`config.mk`:
```
export PLATFORM = sky130hd
export DESIGN_NAME = adder_ctrl_flat
export DESIGN_NICKNAME = d
export VERILOG_FILES = /design/src/rtl/adder_pkg.sv /design/src/rtl/adder_ctrl_if.sv /design/src/rtl/adder_serial_dp.sv /design/src/rtl/adder_ctrl.sv /design/src/flat_wrapper.sv
export SDC_FILE = /design/constraint.sdc
export NUM_CORES = 1
export LEC_CHECK = 0
export CORE_MARGIN = 4
export CORE_UTILIZATION = 55
export DETAILED_ROUTE_END_ITERATION = 6
export GPL_TIMING_DRIVEN = 1
export PLACE_DENSITY = 0.8
export SYNTH_ARGS = -nofsm -noshare
export SYNTH_HDL_FRONTEND = slang
export SYNTH_HIERARCHICAL = 1
export SYNTH_SLANG_ARGS = --single-unit
```
`constraint.sdc`:
```
create_clock -name S_AXI_ACLK -period 2.3 [get_ports S_AXI_ACLK]
set_input_delay 0.46 -clock S_AXI_ACLK [delete_from_list [all_inputs] [get_ports S_AXI_ACLK]]
set_output_delay 0.46 -clock S_AXI_ACLK [all_outputs]
set_load 0.02 [all_outputs]
```
`src/rtl/adder_pkg.sv`:
```
// Shared definitions for the adder IP: register offsets, bit positions, FSM and bus response enums.
package adder_pkg;

    localparam logic [31:0] ADDR_CTRL   = 32'h0000_0000;
    localparam logic [31:0] ADDR_STATUS = 32'h0000_0004;
    localparam logic [31:0] ADDR_OP_A   = 32'h0000_0008;
    localparam logic [31:0] ADDR_OP_B   = 32'h0000_000C;
    localparam logic [31:0] ADDR_RESULT = 32'h0000_0010;
    localparam logic [31:0] ADDR_LAST   = 32'h0000_0014;

    localparam int CTRL_START_BIT   = 0;
    localparam int CTRL_IRQ_EN_BIT  = 1;
    localparam int STATUS_BUSY_BIT  = 0;
    localparam int STATUS_DONE_BIT  = 1;
    localparam int STATUS_CARRY_BIT = 2;

    typedef enum logic [1:0] {
        ST_IDLE = 2'd0,
        ST_LOAD = 2'd1,
        ST_ADD  = 2'd2,
        ST_WB   = 2'd3
    } CTRL_STATE_E;

    typedef enum logic [1:0] {
        RESP_OKAY   = 2'b00,
        RESP_EXOKAY = 2'b01,
        RESP_SLVERR = 2'b10,
        RESP_DECERR = 2'b11
    } AXI_RESP_E;

    // Only the low 256-byte window is decoded; anything else is unmapped.
    function automatic logic reg_hit(input logic [31:0] addr, input logic [31:0] offset);
        return (addr[31:8] == 24'd0) && (addr[7:0] == offset[7:0]) && (offset < ADDR_LAST);
    endfunction

    function automatic logic [31:0] strb_merge(input logic [31:0] cur,
                                               input logic [31:0] wdata,
                                               input logic [3:0]  strb);
        logic [31:0] merged;
        merged = cur;
        for (int i = 0; i < 4; i++) begin
            if (strb[i]) merged[8*i +: 8] = wdata[8*i +: 8];
        end
        return merged;
    endfunction

endpackage

```
`src/rtl/adder_ctrl_if.sv`:
```
// Register-access bundle between the AXI4-Lite front end (master) and adder_ctrl (slave).
interface adder_ctrl_if;

    logic        i_en_amba_write;
    logic [31:0] i_data_wc;
    logic [31:0] i_addr_wc;
    logic [3:0]  i_strb;
    logic [31:0] i_addr_rc;
    logic [31:0] o_data_rc;
    logic        o_is_busy;

    modport master (
        output i_en_amba_write, i_data_wc, i_addr_wc, i_strb, i_addr_rc,
        input  o_data_rc, o_is_busy
    );

    modport slave (
        input  i_en_amba_write, i_data_wc, i_addr_wc, i_strb, i_addr_rc,
        output o_data_rc, o_is_busy
    );

endinterface

```
`src/rtl/adder_serial_dp.sv`:
```
// Lane-serial 32-bit adder: operand shift registers, LANE_WIDTH adder with carry flop, accumulator.
module adder_serial_dp #(
    parameter int LANE_WIDTH = 8
) (
    input  logic        clk,
    input  logic        rst_n,
    input  logic        load,
    input  logic        step,
    input  logic [31:0] op_a,
    input  logic [31:0] op_b,
    output logic [31:0] sum,
    output logic        carry
);

    logic [31:0]         a_sh;
    logic [31:0]         b_sh;
    logic [31:0]         acc;
    logic [31:0]         acc_next;
    logic                carry_q;
    logic [LANE_WIDTH:0] lane_sum;

    assign lane_sum = {1'b0, a_sh[LANE_WIDTH-1:0]}
                    + {1'b0, b_sh[LANE_WIDTH-1:0]}
                    + {{LANE_WIDTH{1'b0}}, carry_q};

    // Each new slice enters at the top so the first (LSB) slice ends at bit 0.
    if (LANE_WIDTH == 32) begin : g_full
        assign acc_next = lane_sum[31:0];
    end else begin : g_part
        assign acc_next = {lane_sum[LANE_WIDTH-1:0], acc[31:LANE_WIDTH]};
    end

    always_ff @(posedge clk or negedge rst_n) begin
        if (!rst_n) begin
            a_sh    <= '0;
            b_sh    <= '0;
            acc     <= '0;
            carry_q <= 1'b0;
        end else if (load) begin
            a_sh    <= op_a;
            b_sh    <= op_b;
            acc     <= '0;
            carry_q <= 1'b0;
        end else if (step) begin
            a_sh    <= a_sh >> LANE_WIDTH;
            b_sh    <= b_sh >> LANE_WIDTH;
            acc     <= acc_next;
            carry_q <= lane_sum[LANE_WIDTH];
        end
    end

    assign sum   = acc;
    assign carry = carry_q;

endmodule

```
`src/rtl/adder_ctrl.sv`:
```
// Register bank and sequencing FSM for the AXI4-Lite adder IP.
// Optional interrupt output enabled by defining ADDER_CTRL_IRQ_EN.
module adder_ctrl
    import adder_pkg::*;
#(
    parameter int LANE_WIDTH = 8
) (
    input  logic S_AXI_ACLK,
    input  logic S_AXI_ARESETN,
`ifdef ADDER_CTRL_IRQ_EN
    output logic o_irq,
`endif
    adder_ctrl_if.slave bus
);

    localparam int NUM_LANES = 32 / LANE_WIDTH;
    localparam int CNT_W     = (NUM_LANES > 1) ? $clog2(NUM_LANES) : 1;
    localparam logic [CNT_W-1:0] CNT_LAST = CNT_W'(NUM_LANES - 1);

    CTRL_STATE_E      state;
    CTRL_STATE_E      state_next;
    logic [CNT_W-1:0] lane_cnt;

    logic [31:0] op_a;
    logic [31:0] op_b;
    logic [31:0] result;
    logic        done;
    logic        carry;
    logic        irq_en;
    logic        busy;

    logic        dp_load;
    logic        dp_step;
    logic [31:0] dp_sum;
    logic        dp_carry;

    logic wr_idle;
    logic wr_ctrl;
    logic wr_status;
    logic wr_op_a;
    logic wr_op_b;
    logic start;
    logic done_clr;

    // Bus writes are only honoured while idle, so operands stay stable during an add.
    assign wr_idle   = bus.i_en_amba_write && (state == ST_IDLE);
    assign wr_ctrl   = wr_idle && reg_hit(bus.i_addr_wc, ADDR_CTRL);
    assign wr_status = wr_idle && reg_hit(bus.i_addr_wc, ADDR_STATUS);
    assign wr_op_a   = wr_idle && reg_hit(bus.i_addr_wc, ADDR_OP_A);
    assign wr_op_b   = wr_idle && reg_hit(bus.i_addr_wc, ADDR_OP_B);
    assign start     = wr_ctrl && bus.i_strb[0] && bus.i_data_wc[CTRL_START_BIT];
    assign done_clr  = wr_status && bus.i_strb[0] && bus.i_data_wc[STATUS_DONE_BIT];

    always_ff @(posedge S_AXI_ACLK or negedge S_AXI_ARESETN) begin
        if (!S_AXI_ARESETN) state <= ST_IDLE;
        else                state <= state_next;
    end

    always_comb begin
        state_next = state;
        dp_load    = 1'b0;
        dp_step    = 1'b0;
        case (state)
            ST_IDLE: if (start) state_next = ST_LOAD;
            ST_LOAD: begin
                dp_load    = 1'b1;
                state_next = ST_ADD;
            end
            ST_ADD: begin
                dp_step = 1'b1;
                if (lane_cnt == CNT_LAST) state_next = ST_WB;
            end
            ST_WB:   state_next = ST_IDLE;
            default: state_next = ST_IDLE;
        endcase
    end

    always_ff @(posedge S_AXI_ACLK or negedge S_AXI_ARESETN) begin
        if (!S_AXI_ARESETN)         lane_cnt <= '0;
        else if (state == ST_LOAD)  lane_cnt <= '0;
        else if (state == ST_ADD)   lane_cnt <= lane_cnt + CNT_W'(1);
    end

    adder_serial_dp #(
        .LANE_WIDTH(LANE_WIDTH)
    ) u_dp (
        .clk   (S_AXI_ACLK),
        .rst_n (S_AXI_ARESETN),
        .load  (dp_load),
        .step  (dp_step),
        .op_a  (op_a),
        .op_b  (op_b),
        .sum   (dp_sum),
        .carry (dp_carry)
    );

    // The write-back assignment to done comes last so a set beats a same-cycle clear.
    always_ff @(posedge S_AXI_ACLK or negedge S_AXI_ARESETN) begin
        if (!S_AXI_ARESETN) begin
            op_a   <= '0;
            op_b   <= '0;
            result <= '0;
            carry  <= 1'b0;
            done   <= 1'b0;
        end else begin
            if (wr_op_a) op_a <= strb_merge(op_a, bus.i_data_wc, bus.i_strb);
            if (wr_op_b) op_b <= strb_merge(op_b, bus.i_data_wc, bus.i_strb);
            if (start || done_clr) done <= 1'b0;
            if (state == ST_WB) begin
                result <= dp_sum;
                carry  <= dp_carry;
                done   <= 1'b1;
            end
        end
    end

`ifdef ADDER_CTRL_IRQ_EN
    always_ff @(posedge S_AXI_ACLK or negedge S_AXI_ARESETN) begin
        if (!S_AXI_ARESETN)                   irq_en <= 1'b0;
        else if (wr_ctrl && bus.i_strb[0])    irq_en <= bus.i_data_wc[CTRL_IRQ_EN_BIT];
    end

    assign o_irq = done & irq_en;
`else
    assign irq_en = 1'b0;
`endif

    assign busy          = (state != ST_IDLE);
    assign bus.o_is_busy = busy;

    always_comb begin
        bus.o_data_rc = '0;
        if (reg_hit(bus.i_addr_rc, ADDR_CTRL)) begin
            bus.o_data_rc[CTRL_IRQ_EN_BIT] = irq_en;
        end else if (reg_hit(bus.i_addr_rc, ADDR_STATUS)) begin
            bus.o_data_rc[STATUS_BUSY_BIT]  = busy;
            bus.o_data_rc[STATUS_DONE_BIT]  = done;
            bus.o_data_rc[STATUS_CARRY_BIT] = carry;
        end else if (reg_hit(bus.i_addr_rc, ADDR_OP_A)) begin
            bus.o_data_rc = op_a;
        end else if (reg_hit(bus.i_addr_rc, ADDR_OP_B)) begin
            bus.o_data_rc = op_b;
        end else if (reg_hit(bus.i_addr_rc, ADDR_RESULT)) begin
            bus.o_data_rc = result;
        end
    end

endmodule
```
`src/flat_wrapper.sv`:
```
// flat-port wrapper written by rule: the top's interface ports become plain ports
module adder_ctrl_flat import adder_pkg::*;
#(
    parameter int LANE_WIDTH = 8
)
  (S_AXI_ACLK, S_AXI_ARESETN, bus_i_en_amba_write, bus_i_data_wc, bus_i_addr_wc, bus_i_strb, bus_i_addr_rc, bus_o_data_rc, bus_o_is_busy);
  adder_ctrl_if bus_i ();
  input  logic S_AXI_ACLK;
  input  logic S_AXI_ARESETN;
  input wire logic [$bits(bus_i.i_en_amba_write)-1:0] bus_i_en_amba_write;
  input wire logic [$bits(bus_i.i_data_wc)-1:0] bus_i_data_wc;
  input wire logic [$bits(bus_i.i_addr_wc)-1:0] bus_i_addr_wc;
  input wire logic [$bits(bus_i.i_strb)-1:0] bus_i_strb;
  input wire logic [$bits(bus_i.i_addr_rc)-1:0] bus_i_addr_rc;
  output wire logic [$bits(bus_i.o_data_rc)-1:0] bus_o_data_rc;
  output wire logic [$bits(bus_i.o_is_busy)-1:0] bus_o_is_busy;
  assign bus_i.i_en_amba_write = bus_i_en_amba_write;
  assign bus_i.i_data_wc = bus_i_data_wc;
  assign bus_i.i_addr_wc = bus_i_addr_wc;
  assign bus_i.i_strb = bus_i_strb;
  assign bus_i.i_addr_rc = bus_i_addr_rc;
  assign bus_o_data_rc = bus_i.o_data_rc;
  assign bus_o_is_busy = bus_i.o_is_busy;
  adder_ctrl #(.LANE_WIDTH(LANE_WIDTH)) u_core (.S_AXI_ACLK(S_AXI_ACLK), .S_AXI_ARESETN(S_AXI_ARESETN), .bus(bus_i));
endmodule
```
* Word level (Yosys, flattened, before mapping)
Cells that the tools add are included.
** Cells by class
- Add/sub/neg operators :: 3
- Multiply operators :: 0
- Divide/modulo/power cells :: 0
- $lt $le $gt $ge :: 0
- Equal/unequal tests :: 13
- Shift-type cells :: 0
- Multiplexer cells :: 25
- Bitwise gates (word level) :: 0
- Reduce and logical (&&, ||, !) cells :: 37
** Operators by type and width (count)
- $mux W32 :: 9
- $logic_not A24 Y1 :: 2
- $eq A8 B4 Y1 const B :: 4
- $mux W30 :: 1
- $mux W29 :: 1
- $logic_and A1 B1 Y1 :: 18
- $reduce_and A2 Y1 :: 9
- $eq A8 B3 Y1 const B :: 2
- $logic_not A8 Y1 :: 2
- $add A8 B8 Y9 :: 1
- $add A9 B1 Y9 :: 1
- $eq A8 B5 Y1 const B :: 1
- $mux W1 :: 8
- $mux W2 :: 4
- $pmux W2 S4 :: 1
- $reduce_bool A2 Y1 :: 4
- $eq A2 B2 Y1 const B :: 3
- $ne A2 B1 Y1 const B :: 2
- $mux W3 :: 1
- $add A2 B1 Y2 const B :: 1
- $eq A2 B1 Y1 const B :: 1
- $logic_not A2 Y1 :: 1
- $logic_or A1 B1 Y1 :: 1
** Word-level totals
- Flip-flop bits (word level) :: 199
- Bits in latches :: 0
- RAM bits :: 0
- Memory bits (read-only) :: 0
- Input bits :: 103
- Output and inout bits :: 33
- Logic and storage cells :: 95
- Memories kept :: 0

* Longest topological paths before layout
Gate-level depths: netlist of the first run.
- Depth in word-level cells :: 8
- Gate-level depth with buffers :: 8
- Depth with buffers taken out :: 7

* By module
Netlist of the first run, hierarchy kept.
** By module, submodules not included
- adder_ctrl :: instances 1, cells each 402, area an instance 4914.7 um^2, sequential area each 2552.4 um^2
- adder_serial_dp :: instances 1, cells each 434, area an instance 4563.1 um^2, sequential area each 2427.3 um^2

* Worst setup path before layout of the first run
OpenSTA, ideal clock, no wires.
- Path type :: input to output
- From :: input port bus_i_addr_rc[15]
- To :: output port bus_o_data_rc[13]
- Data arrival time :: 1.993 ns
- Required time :: 1.840 ns
- Path slack :: -0.153 ns
- Stages :: 6
- Path buffers :: 2
- Cell sequence :: nor4_1 nand4_1 clkbuf_1 or2_1 buf_2 o2bb2ai_1
** On the way
- Cells in the longest elaborated chain, start to end :: 7
- Elaborated cells between the ends (all ways) :: 11
- Classes of those cells :: mux (5); reduce/logical (6)
** Ends and longest elaborated chain
- start, declared :: line flat_wrapper.sv:14 : input wire logic [$bits(bus_i.i_addr_rc)-1:0] bus_i_addr_rc;
- $logic_not A24 Y1 (*) :: line adder_pkg.sv:33 : return (addr[31:8] == 24'd0) && (addr[7:0] == offset[7:0]) && (offset < ADDR_LAST);
- $logic_and A1 B1 Y1 :: line adder_pkg.sv:33
- $mux W32 :: line adder_ctrl.sv:143 : end else if (reg_hit(bus.i_addr_rc, ADDR_RESULT)) begin
- $mux W32 :: line adder_ctrl.sv:141 : end else if (reg_hit(bus.i_addr_rc, ADDR_OP_B)) begin
- $mux W32 :: line adder_ctrl.sv:139 : end else if (reg_hit(bus.i_addr_rc, ADDR_OP_A)) begin
- $mux W29 :: line adder_ctrl.sv:135 : end else if (reg_hit(bus.i_addr_rc, ADDR_STATUS)) begin
- $mux W30 (*) :: line adder_ctrl.sv:133 : if (reg_hit(bus.i_addr_rc, ADDR_CTRL)) begin
- end, declared :: line flat_wrapper.sv:15 : output wire logic [$bits(bus_i.o_data_rc)-1:0] bus_o_data_rc;
Mark *: on every way between the ends. The rest lies on a longest branch, timed or not.

* Final worst setup path of the first run
- From :: input port bus_i_addr_rc[12]
- To :: output port bus_o_data_rc[24]
The elaborated chain is that of the path after synthesis.

==> results of run 1 <==
worst max path at each step:
stage | from | to | slack [ns]
after floorplan | bus_i_addr_rc[22] | bus_o_data_rc[10] | -0.03
after global placement | bus_i_addr_rc[1] | bus_o_data_rc[6] | -1.20
after detailed placement | bus_i_addr_rc[18] | bus_o_data_rc[6] | -1.08
after CTS | bus_i_addr_rc[28] | bus_o_data_rc[30] | -0.31
after global routing | bus_i_addr_rc[12] | bus_o_data_rc[24] | -0.32
final | bus_i_addr_rc[12] | bus_o_data_rc[24] | -0.27
kinds of logic after synthesis:
| family | Yosys count | synth area share [%] |
|---|---|---|
| flops | 199 | 52.5 |
| fa+ha+maj | 15 | 2.14 |
| buf+inv | 79 | 3.85 |
| mux | 160 | 18.0 |
| compound gates | 159 | 10.7 |
| simple gates | 220 | 12.4 |
| xor+xnor | 4 | 0.370 |
registers in the layout, indices dropped and copies added (netlist names):
name               cells
u_core/carry           1
u_core/done            1
u_core/lane_cnt        2
u_core/op_a           32
u_core/op_b           32
u_core/result         32
u_core/state           2
u_core/u_dp/a_sh      32
u_core/u_dp/b_sh      32
u_core/u_dp/carry      1
u_core/u_dp/sum       32
area by class of cell:
class	instances	share of cell area, %
Multi-Input combinational cell	558	35.9
Clock buffer	20	3.41
Tap cell	220	2.10
Inverter	30	0.860
Sequential cell	199	38.0
Clock inverter	11	1.14
Timing Repair Buffer	225	18.6
cells in the final DEF, fill, tap and decap left out, types with 3 or more instances in the layout:
cell / netlist / routed
sky130_fd_sc_hd__dfrtp_1: 199 / 199
sky130_fd_sc_hd__nand2_1: 90 / 90
sky130_fd_sc_hd__mux2_2: 80 / 80
sky130_fd_sc_hd__mux2i_1: 79 / 79
sky130_fd_sc_hd__clkdlybuf4s50_1: 0 / 69
sky130_fd_sc_hd__o21ai_1: 65 / 65
sky130_fd_sc_hd__buf_4: 7 / 53
sky130_fd_sc_hd__buf_6: 3 / 46
sky130_fd_sc_hd__nor2_1: 41 / 39
sky130_fd_sc_hd__inv_1: 30 / 30
sky130_fd_sc_hd__o21ai_0: 26 / 26
sky130_fd_sc_hd__buf_12: 0 / 24
sky130_fd_sc_hd__nand2b_1: 23 / 22
sky130_fd_sc_hd__clkbuf_16: 0 / 19
sky130_fd_sc_hd__nor4_4: 1 / 19
sky130_fd_sc_hd__a221o_1: 19 / 19
sky130_fd_sc_hd__buf_2: 16 / 13
sky130_fd_sc_hd__a22oi_1: 10 / 10
sky130_fd_sc_hd__o2bb2ai_4: 0 / 10
sky130_fd_sc_hd__a21oi_1: 9 / 9
sky130_fd_sc_hd__nor4_1: 33 / 9
sky130_fd_sc_hd__ha_1: 13 / 9
sky130_fd_sc_hd__nor4_2: 1 / 7
sky130_fd_sc_hd__nor3_4: 7 / 7
sky130_fd_sc_hd__a211oi_1: 6 / 6
sky130_fd_sc_hd__dlygate4sd2_1: 0 / 5
sky130_fd_sc_hd__nand3_1: 5 / 5
sky130_fd_sc_hd__buf_16: 0 / 4
sky130_fd_sc_hd__nand4_1: 4 / 4
sky130_fd_sc_hd__xnor2_1: 4 / 4
sky130_fd_sc_hd__clkinv_2: 0 / 3
sky130_fd_sc_hd__bufinv_16: 0 / 3
sky130_fd_sc_hd__clkbuf_2: 0 / 3
sky130_fd_sc_hd__clkdlybuf4s15_1: 0 / 3
per-layer routing:
layer	share of wire (%)	up-vias	global-route usage, %
met3	8.7	103	7.07
met4	4.2	0	11.9
met5	0	-	0.251
li1	-	3380	-
met1	38	4054	40.4
met2	49	534	48.9
metrics by stage:
| step | utilization [%] | setup WS [ns] |
|---|---|---|
| CTS | 76.6 | -0.308 |
| global route | 78.1 | -0.321 |
| finish | 78.1 | -0.268 |
| floorplan | - | -0.0320 |
| global placement | 71.3 | -1.20 |
| detailed placement | 71.3 | -1.08 |
power by group:
part           switching, mW  internal (mW)
Sequential      0.0000000103           3.50
Clock                   1.33           1.74
Combinational          0.170          0.183
timing repair:
action / in CTS / in global routing
setup buffers: 6 / 1
resized for setup: 312 / 44
setup endpoints to repair: 32 / 41
cloned: 4 / 3
pin swaps: 32 / 20
==> load_flow_metrics.sql, run 1 <==
INSERT INTO impl_metrics (metric_group, metric, value, unit) VALUES
('outcome', 'outcome', 'complete, but fails checks', ''),
('outcome', 'violations', 'DRC, hold timing, setup timing', ''),
('critical_path', 'critical_path_class', 'input pin to primary output', ''),
('yosys', 'synthMostInstantiatedCell', 'sky130_fd_sc_hd__dfrtp_1', ''),
('yosys', 'portion_of_synthesized_cell_area_occupied_by_the_leading_cell_type', '52.5', '%'),
('yosys', 'postSynthCellCount', '836', ''),
('timing', 'final-hold-violation-count', '5', ''),
('yosys', 'synthesis.nets', '954', ''),
('layout', 'final-instance-count-excl-fill', '1263', ''),
('critical_path', 'crit_path_max_incr_delay', '0.26', 'ns'),
('layout', 'register_area', '0.00498', 'mm²'),
('yosys', 'synth_seq_area_share', '52.5', '%'),
('drt', 'vias_per_cell', '6.39', ''),
('yosys', 'dominantRegCellSynth', 'sky130_fd_sc_hd__dfrtp_1', ''),
('layout', 'area_growth_syn_to_layout', '38.2', '%'),
('die', 'floorplan.initialDensity', '56.6', '%'),
('drt', 'vias', '8071', ''),
('global_routing', 'initial_antenna_violation_count', '0', ''),
('drt', 'drt_drc_violations_left', '15', ''),
('die', 'chipHeight', '139', 'µm'),
('clocking', 'cts.htree.levels', '4', ''),
('die', 'die_area', '0.0194', 'mm²'),
('critical_path', 'worst-path-max-fanout', '9', ''),
('critical_path', 'critical_register_to_register_path_endpoint', 'u_core/op_a[7]', ''),
('yosys', 'post_synth_most_frequent_cells', '199 x sky130_fd_sc_hd__dfrtp_1, 90 x sky130_fd_sc_hd__nand2_1, 80 x sky130_fd_sc_hd__mux2_2', ''),
('timing', 'rsz0062_at_grt', 'true', ''),
('timing', 'worst_slew_pin_slew', '0.613', 'ns'),
('die', 'std_cell_rows', '47', ''),
('placed_design', 'detailed_place.area', '0.0119', 'mm²'),
('timing', 'finalWorstPathRequiredPeriod', '2.57', 'ns'),
('clocking', 'cts_tree', 'built', ''),
('critical_path', 'critPathArrivalTime', '2.11', 'ns'),
('placed_design', 'dp.cells', '1219', ''),
('placed_design', 'dpl.hpwl', '20200', 'µm'),
('timing', 'period_share', '112', '%'),
('yosys', 'ys_warn_count', '6', ''),
('drt', 'wl_per_cell', '25.1', 'µm'),
('layout', 'final_nets', '1149', ''),
('critical_path', 'cpMostUsedCell', 'sky130_fd_sc_hd__buf_6', ''),
('power_and_ir_drop', 'max-vdd-ir-drop', '0.000543', 'V'),
('clocking', 'clockBufferDepth', '2', ''),
('global_routing', 'grt_pass1_vias', '8048', ''),
('critical_path', 'stages_on_worst_setup_path', '10', ''),
('global_routing', 'global_route.overflow_total', '0', ''),
('global_routing', 'grt_first_pass_wirelength', '45400', 'µm'),
('power_and_ir_drop', 'power_density', '529', 'mW/mm²'),
('layout', 'combined_area_of_the_multi_input_logic_cells', '0.00470', 'mm²'),
('global_routing', 'largest_net_degree_at_the_start_of_global_routing', '102', ''),
('hold_path', 'worstHoldPathType', 'input pin to async pin', ''),
('drt', 'detailedRoute.firstPassIterationCount', '7', ''),
('drt', 'number_of_drc_markers_in_iteration_0', '935', ''),
('timing', 'final_setup_vio_count', '32', ''),
('yosys', 'synth_edf_count', '0', ''),
('placed_design', 'port_buffers', '135', ''),
('timing', 'timing.final.ws_setup', '-0.268', 'ns'),
('critical_path', 'worst_ep_required_time', '1.84', 'ns'),
('clocking', 'cts_root_buffer', 'sky130_fd_sc_hd__clkbuf_16', ''),
('timing', 'setup-tns-final', '-6.74', 'ns'),
('die', 'io_pins', '136', ''),
('critical_path', 'cpMaxStageDelayCell', 'sky130_fd_sc_hd__nor4_2', ''),
('placed_design', 'gpl.final_weighted_congestion', '0.890', ''),
('timing', 'relSlewSlack', '59.1', '%'),
('die', 'die-width', '139', 'µm'),
('critical_path', 'rrSetupSlack', '0.10', 'ns'),
('global_routing', 'grtUsageTotal', '30.4', '%'),
('clocking', 'numCtsBuffers', '17', ''),
('yosys', 'synth_area_per_cell', '11.3', 'µm²'),
('critical_path', 'critical-path-top-delay-family', 'buffers and inverters', ''),
('timing', 'finalHoldWorstSlack', '-0.0107', 'ns'),
('critical_path', 'end_kind', 'primary output', ''),
('layout', 'fillerInstances', '932', '');
(Power assumes the default switching activity.)
==> run 2, diff against run 1 <==
SETUP_SLACK_MARGIN = 0.02   (was default)
==> load_flow_metrics.sql, run 2 (synthesized netlist as in run 1, its figures left out) <==
INSERT INTO impl_metrics (metric_group, metric, value, unit) VALUES
('critical_path', 'cpMostUsedCell', 'sky130_fd_sc_hd__buf_6', ''),
('clocking', 'cts_tree', 'built', ''),
('critical_path', 'worst_ep_required_time', '1.84', 'ns'),
('placed_design', 'port_buffers', '135', ''),
('layout', 'layout_commonest_cell', 'sky130_fd_sc_hd__dfrtp_1', ''),
('layout', 'final_design_area_no_fill', '0.0131', 'mm²'),
('drt', 'ant_nets', '0', ''),
('drt', 'totalWireLength', '30500', 'µm'),
('critical_path', 'critical_path_buf_inv_count', '7', ''),
('critical_path', 'critical_path.startpoint_type', 'input pin', ''),
('critical_path', 'cpMaxStageDelayCell', 'sky130_fd_sc_hd__nor4_2', ''),
('timing', 'timing.final.ws_setup', '-0.524', 'ns'),
('drt', 'vias', '7870', ''),
('clocking', 'cts.htree.levels', '4', ''),
('layout', 'post_layout_util', '78.3', '%'),
('layout', 'most-common-layout-cells', '199 x sky130_fd_sc_hd__dfrtp_1, 90 x sky130_fd_sc_hd__nand2_1, 80 x sky130_fd_sc_hd__mux2_2, 79 x sky130_fd_sc_hd__mux2i_1, 69 x sky130_fd_sc_hd__clkdlybuf4s50_1', ''),
('critical_path', 'end_kind', 'primary output', ''),
('layout', 'final_nets', '1148', ''),
('clocking', 'numCtsBuffers', '17', ''),
('drt', 'detailedRoute.firstPassIterationCount', '6', ''),
('drt', 'met3WireLength', '2490', 'µm'),
('outcome', 'outcome', 'complete, but fails checks', ''),
('timing', 'finalWorstPathRequiredPeriod', '2.82', 'ns'),
('placed_design', 'dpl_worst_slack', '-1.14', 'ns'),
('die', 'placeableCoreArea', '0.0168', 'mm²'),
('clocking', 'cts_root_buffer', 'sky130_fd_sc_hd__clkbuf_16', ''),
('power_and_ir_drop', 'power_density', '528', 'mW/mm²'),
('drt', 'highest_signal_layer_in_the_routed_design', 'met4', ''),
('timing', 'final-hold-violation-count', '5', ''),
('clocking', 'number_of_buffers_inserted_for_hold_repair_after_clock_tree_synthesis', '0', ''),
('drt', 'wl_met2', '15100', 'µm'),
('critical_path', 'crit_path_max_incr_delay', '0.31', 'ns'),
('timing', 'achievable-frequency', '354', 'MHz'),
('critical_path', 'cp_cell_sequence', 'buf_6 -> nor4_4 -> nand4_1 -> buf_6 -> buf_6 -> buf_12 -> buf_16 -> nor4_2 -> buf_4 -> a221o_1 -> buf_6', ''),
('drt', 'drt_drc_violations_left', '0', ''),
('layout', 'antenna_cells', '0', ''),
('timing', 'worst_slew_pin_slew', '0.528', 'ns'),
('global_routing', 'global_route.overflow_total', '0', ''),
('die', 'io_pins', '136', ''),
('critical_path', 'rrSetupSlack', '0.11', 'ns'),
('placed_design', 'detailed_place.area', '0.0119', 'mm²'),
('drt', 'number_of_drc_markers_in_iteration_0', '915', ''),
('timing', 'period_share', '123', '%'),
('global_routing', 'grt_first_pass_wirelength', '45200', 'µm'),
('drt', 'vias_per_cell', '6.23', ''),
('die', 'std_cell_rows', '47', ''),
('die', 'floorplan.initialDensity', '56.6', '%'),
('clocking', 'cts.clk_slew.worst_paths', '0.08', 'ns'),
('placed_design', 'gpl.final_weighted_congestion', '0.865', ''),
('layout', 'post_route_cells_drive_above_1_share', '29.5', '%'),
('critical_path', 'rr_worst_depth', '8', ''),
('layout', 'fillerInstances', '966', ''),
('clocking', 'clock_sinks', '199', ''),
('timing', 'final-max-slew-violation-count', '0', ''),
('timing', 'rsz0062_at_grt', 'true', ''),
('global_routing', 'grt_pass1_vias', '8121', ''),
('power_and_ir_drop', 'cellLeakagePower', '5.92', 'nW'),
('global_routing', 'initial_antenna_violation_count', '0', ''),
('critical_path', 'worst-path-max-fanout', '8', ''),
('clocking', 'clockBufferDepth', '2', ''),
('hold_path', 'worstHoldPathType', 'input pin to async pin', ''),
('power_and_ir_drop', 'total_power', '6.93', 'mW'),
('global_routing', 'grtUsageTotal', '30.2', '%'),
('critical_path', 'critPathArrivalTime', '2.36', 'ns'),
('critical_path', 'critical_path_class', 'input pin to primary output', ''),
('critical_path', 'stages_on_worst_setup_path', '11', ''),
('timing', 'clock_skew', '0.00749', 'ns'),
('clocking', 'insertion_delay_to_the_later_sink_of_the_worst_skew_pair', '0.44', 'ns'),
('critical_path', 'timing.rr.start', 'u_core/state[0]', ''),
('critical_path', 'critical_register_to_register_path_endpoint', 'u_core/state[1]', ''),
('die', 'chipHeight', '139', 'µm'),
('power_and_ir_drop', 'max-vdd-ir-drop', '0.000538', 'V'),
('die', 'die-width', '139', 'µm'),
('drt', 'm1WireLength', '11800', 'µm'),
('timing', 'relSlewSlack', '64.8', '%'),
('timing', 'finalHoldWorstSlack', '-0.0103', 'ns'),
('flow_run', 'cap_viol_max_count', '0', ''),
('placed_design', 'dpl.hpwl', '19800', 'µm'),
('die', 'die_area', '0.0194', 'mm²'),
('outcome', 'violations', 'hold timing, setup timing', ''),
('drt', 'wl_per_cell', '24.2', 'µm'),
('layout', 'area_growth_syn_to_layout', '38.4', '%'),
('global_routing', 'largest_net_degree_at_the_start_of_global_routing', '77', ''),
('timing', 'final_setup_vio_count', '32', ''),
('critical_path', 'critical-path-top-delay-family', 'buffers and inverters', '');
-- run 2: cell count changes in the layout (fill, tap and decap cells not counted), sizes merged --
cell           before  now
buf               140  130
dlygate4sd2         5    3
dlymetal6s2s        1    5
clkbuf             26   29
clkinvlp            2    1
bufinv              3    1
clkdlybuf4s15       4    6
inv                32   38
-- run 2: worst max path at each step --
| stage | startpoint | end | slack (ns) |
|---|---|---|---|
| 6_report | bus_i_addr_rc[7] | bus_o_data_rc[8] | -0.52 |
| 5_1_grt | bus_i_addr_rc[7] | bus_o_data_rc[8] | -0.51 |
| 4_1_cts | bus_i_addr_rc[8] | bus_o_data_rc[15] | -0.37 |
| 3_5_place_dp | bus_i_addr_rc[15] | bus_o_data_rc[30] | -1.14 |
| 3_3_place_gp | bus_i_addr_rc[22] | bus_o_data_rc[22] | -1.11 |
| 2_1_floorplan | bus_i_addr_rc[22] | bus_o_data_rc[10] | -0.03 |
-- run 2: metal layers --
layer  GRT usage (%)  up-vias
li1                -     3391
met1            39.8     3930
met2            49.9      461
met3            5.73       88
met4            11.4        0
met5               0        -
-- run 2: final cells by class --
class / count / area (µm²) / area share [%]
Multi-Input combinational cell: 558 / 4670 / 35.6
Tap cell: 220 / 275 / 2.10
Inverter: 30 / 113 / 0.858
Clock inverter: 14 / 178 / 1.35
Timing Repair Buffer: 224 / 2470 / 18.8
Sequential cell: 199 / 4980 / 38.0
Clock buffer: 18 / 439 / 3.35
-- run 2: power by group --
| group | switching [mW] | internal, mW |
|---|---|---|
| logic | 0.166 | 0.177 |
| registers | 0.00000000990 | 3.50 |
| clock network | 1.49 | 1.60 |
-- run 2: what timing repair did --
item                       in CTS  in global routing
gates resized for setup       275                 59
setup buffers                  10                  0
setup endpoints to repair      34                 34
pin swaps                      23                 25
gates cloned                    6                  1
-- run 2: per-stage QoR --
stage	hold slack, ns	TNS, ns	cells
final	-0.0103	-10.63	1263
after global routing	0.0216	-11.38	1263
after CTS	0.00479	-10.75	1263
after detailed placement	0.482	-42.60	1215
after global placement	0.470	-41.09	1215
after floorplan	0.164	-0.618	836
==> run 3, diff against run 2 <==
CORE_UTILIZATION = 35   (was 55)
PLACE_DENSITY = default   (was 0.8)
SETUP_SLACK_MARGIN = 0.3   (was 0.02)
==> load_flow_metrics.sql, run 3 (synthesized netlist as in run 1, its figures left out) <==
INSERT INTO impl_metrics (metric_group, metric, value, unit) VALUES
('placed_design', 'port_buffers', '135', ''),
('die', 'io_pins', '136', ''),
('critical_path', 'worst_ep_required_time', '1.84', 'ns'),
('global_routing', 'largest_net_degree_at_the_start_of_global_routing', '107', ''),
('critical_path', 'rrSetupSlack', '0.28', 'ns'),
('timing', 'final-max-slew-violation-count', '0', ''),
('hold_path', 'worstHoldPathType', 'flip-flop to flip-flop', ''),
('die', 'placeableCoreArea', '0.0264', 'mm²'),
('global_routing', 'grt_pass1_vias', '7507', ''),
('die', 'floorplan.initialDensity', '36.0', '%'),
('clocking', 'cts.clk_slew.worst_paths', '0.07', 'ns'),
('drt', 'drt_drc_violations_left', '0', ''),
('drt', 'vias_per_cell', '5.27', ''),
('drt', 'ant_nets', '0', ''),
('drt', 'vias', '7251', ''),
('power_and_ir_drop', 'max-vdd-ir-drop', '0.000447', 'V'),
('layout', 'final_nets', '1146', ''),
('layout', 'area_growth_syn_to_layout', '40.1', '%'),
('hold_path', 'min_delay_path_depth', '2', ''),
('drt', 'totalWireLength', '28500', 'µm'),
('timing', 'period_share', '117', '%'),
('critical_path', 'critical_path_class', 'input pin to primary output', ''),
('hold_path', 'worst_hold_startpoint', 'u_core/u_dp/sum[6]', ''),
('layout', 'post_route_cells_drive_above_1_share', '28.7', '%'),
('timing', 'final_setup_vio_count', '32', ''),
('critical_path', 'critical_path.startpoint_type', 'input pin', ''),
('global_routing', 'initial_antenna_violation_count', '0', ''),
('power_and_ir_drop', 'power_density', '515', 'mW/mm²'),
('timing', 'rsz0062_at_grt', 'true', ''),
('die', 'chipHeight', '173', 'µm'),
('layout', 'fillerInstances', '2360', ''),
('clocking', 'cts.htree.levels', '4', ''),
('drt', 'number_of_drc_markers_in_iteration_0', '417', ''),
('critical_path', 'end_kind', 'primary output', ''),
('critical_path', 'critPathArrivalTime', '2.23', 'ns'),
('timing', 'finalWorstPathRequiredPeriod', '2.69', 'ns'),
('timing', 'worst_slew_pin_slew', '0.491', 'ns'),
('timing', 'achievable-frequency', '372', 'MHz'),
('die', 'die_area', '0.0298', 'mm²'),
('outcome', 'outcome', 'complete, but fails checks', ''),
('die', 'die-width', '173', 'µm'),
('timing', 'final-hold-violation-count', '0', ''),
('critical_path', 'rr_worst_depth', '9', ''),
('die', 'std_cell_rows', '59', ''),
('placed_design', 'gpl.final_weighted_congestion', '0.776', ''),
('hold_path', 'min_to', 'u_core/result[6]', ''),
('layout', 'antenna_cells', '0', ''),
('clocking', 'cts_root_buffer', 'sky130_fd_sc_hd__clkbuf_16', ''),
('placed_design', 'dpl.hpwl', '20200', 'µm'),
('outcome', 'violations', 'setup timing', ''),
('global_routing', 'grtUsageTotal', '18.9', '%'),
('critical_path', 'critical_register_to_register_path_endpoint', 'u_core/op_b[28]', ''),
('timing', 'relSlewSlack', '67.2', '%'),
('flow_run', 'cap_viol_max_count', '0', ''),
('timing', 'clock_skew', '0.00817', 'ns'),
('global_routing', 'global_route.overflow_total', '0', ''),
('placed_design', 'dpl_worst_slack', '-1.19', 'ns'),
('global_routing', 'grt_first_pass_wirelength', '44300', 'µm'),
('layout', 'most-common-layout-cells', '198 x sky130_fd_sc_hd__dfrtp_1, 90 x sky130_fd_sc_hd__nand2_1, 79 x sky130_fd_sc_hd__mux2i_1, 71 x sky130_fd_sc_hd__clkdlybuf4s50_1, 66 x sky130_fd_sc_hd__o21ai_1', ''),
('clocking', 'insertion_delay_to_the_later_sink_of_the_worst_skew_pair', '0.43', 'ns'),
('clocking', 'numCtsBuffers', '17', ''),
('layout', 'layout_commonest_cell', 'sky130_fd_sc_hd__dfrtp_1', ''),
('timing', 'finalHoldWorstSlack', '0.497', 'ns'),
('drt', 'detailedRoute.firstPassIterationCount', '5', ''),
('clocking', 'clockBufferDepth', '2', ''),
('clocking', 'clock_sinks', '199', ''),
('clocking', 'cts_tree', 'built', ''),
('timing', 'timing.final.ws_setup', '-0.391', 'ns'),
('critical_path', 'worst-path-max-fanout', '6', ''),
('power_and_ir_drop', 'cellLeakagePower', '5.73', 'nW'),
('drt', 'wl_per_cell', '20.7', 'µm'),
('critical_path', 'timing.rr.start', 'u_core/state[0]', '');
-- run 3: critical path, cell delays in order --
cell and delay [ns]:
sky130_fd_sc_hd__buf_6 0.09, sky130_fd_sc_hd__nor4_4 0.26, sky130_fd_sc_hd__nand4_1 0.18, sky130_fd_sc_hd__buf_6 0.19, sky130_fd_sc_hd__nor4_4 0.27, sky130_fd_sc_hd__buf_6 0.19, sky130_fd_sc_hd__buf_6 0.12, sky130_fd_sc_hd__buf_16 0.13
sky130_fd_sc_hd__a221o_1 0.20, sky130_fd_sc_hd__buf_6 0.13
-- run 3: how the worst max path moves through the flow --
stage,from,to,slack [ns]
after CTS,bus_i_addr_rc[27],bus_o_data_rc[7],-0.38
after global routing,bus_i_addr_rc[22],bus_o_data_rc[7],-0.50
after global placement,bus_i_addr_rc[22],bus_o_data_rc[6],-1.16
after detailed placement,bus_i_addr_rc[22],bus_o_data_rc[28],-1.19
final,bus_i_addr_rc[16],bus_o_data_rc[7],-0.39
after floorplan,bus_i_addr_rc[22],bus_o_data_rc[10],-0.03
-- run 3: power breakdown --
part	switching [mW]	leakage (nW)	internal [mW]	total [mW]
sequential	0.00000000995	2.77	3.50	3.50
combinational	0.165	2.68	0.194	0.359
clock	1.41	0.272	1.56	2.98
-- run 3: what timing repair did --
action | in CTS | in global routing
setup endpoints to repair | 104 | 104
gates cloned | 2 | 1
resized for setup | 356 | 15
pin swaps | 22 | 23
hold buffers | 1 | 0
hold endpoints to repair | 6 | 0
setup buffers | 7 | 4
-- run 3: per-layer routing --
| layer | track usage (%) | vias to the layer above | share of wire [%] |
|---|---|---|---|
| li1 | - | 3379 | - |
| met1 | 26.0 | 3666 | 46 |
| met2 | 30.5 | 184 | 48 |
| met3 | 4.96 | 22 | 5.6 |
| met4 | 3.93 | 0 | 1.1 |
| met5 | 0 | - | 0 |
-- run 3: cell type report --
type / instances / area, µm² / share of cell area, %
inverter: 30 / 113 / 0.848
multi-input combinational: 558 / 4770 / 36.0
clock inverter: 12 / 139 / 1.05
timing repair buffer: 222 / 2400 / 18.1
tap: 335 / 419 / 3.16
clock buffer: 19 / 443 / 3.34
sequential: 199 / 4980 / 37.5
-- run 3: stage by stage --
| stage | cell area [µm²] | total power [mW] | util (%) | instances | setup TNS [ns] |
|---|---|---|---|---|---|
| 2_1_floorplan | 9720 | 3.60 | - | 836 | -0.618 |
| 3_3_place_gp | 12100 | 3.93 | 46.0 | 1329 | -46.90 |
| 3_5_place_dp | 12100 | 3.93 | 46.0 | 1329 | -48.37 |
| 4_1_cts | 13200 | 6.89 | 50.0 | 1370 | -9.09 |
| 5_1_grt | 13300 | 7.08 | 50.4 | 1375 | -12.70 |
| 6_report | 13300 | 6.83 | 50.4 | 1375 | -9.41 |
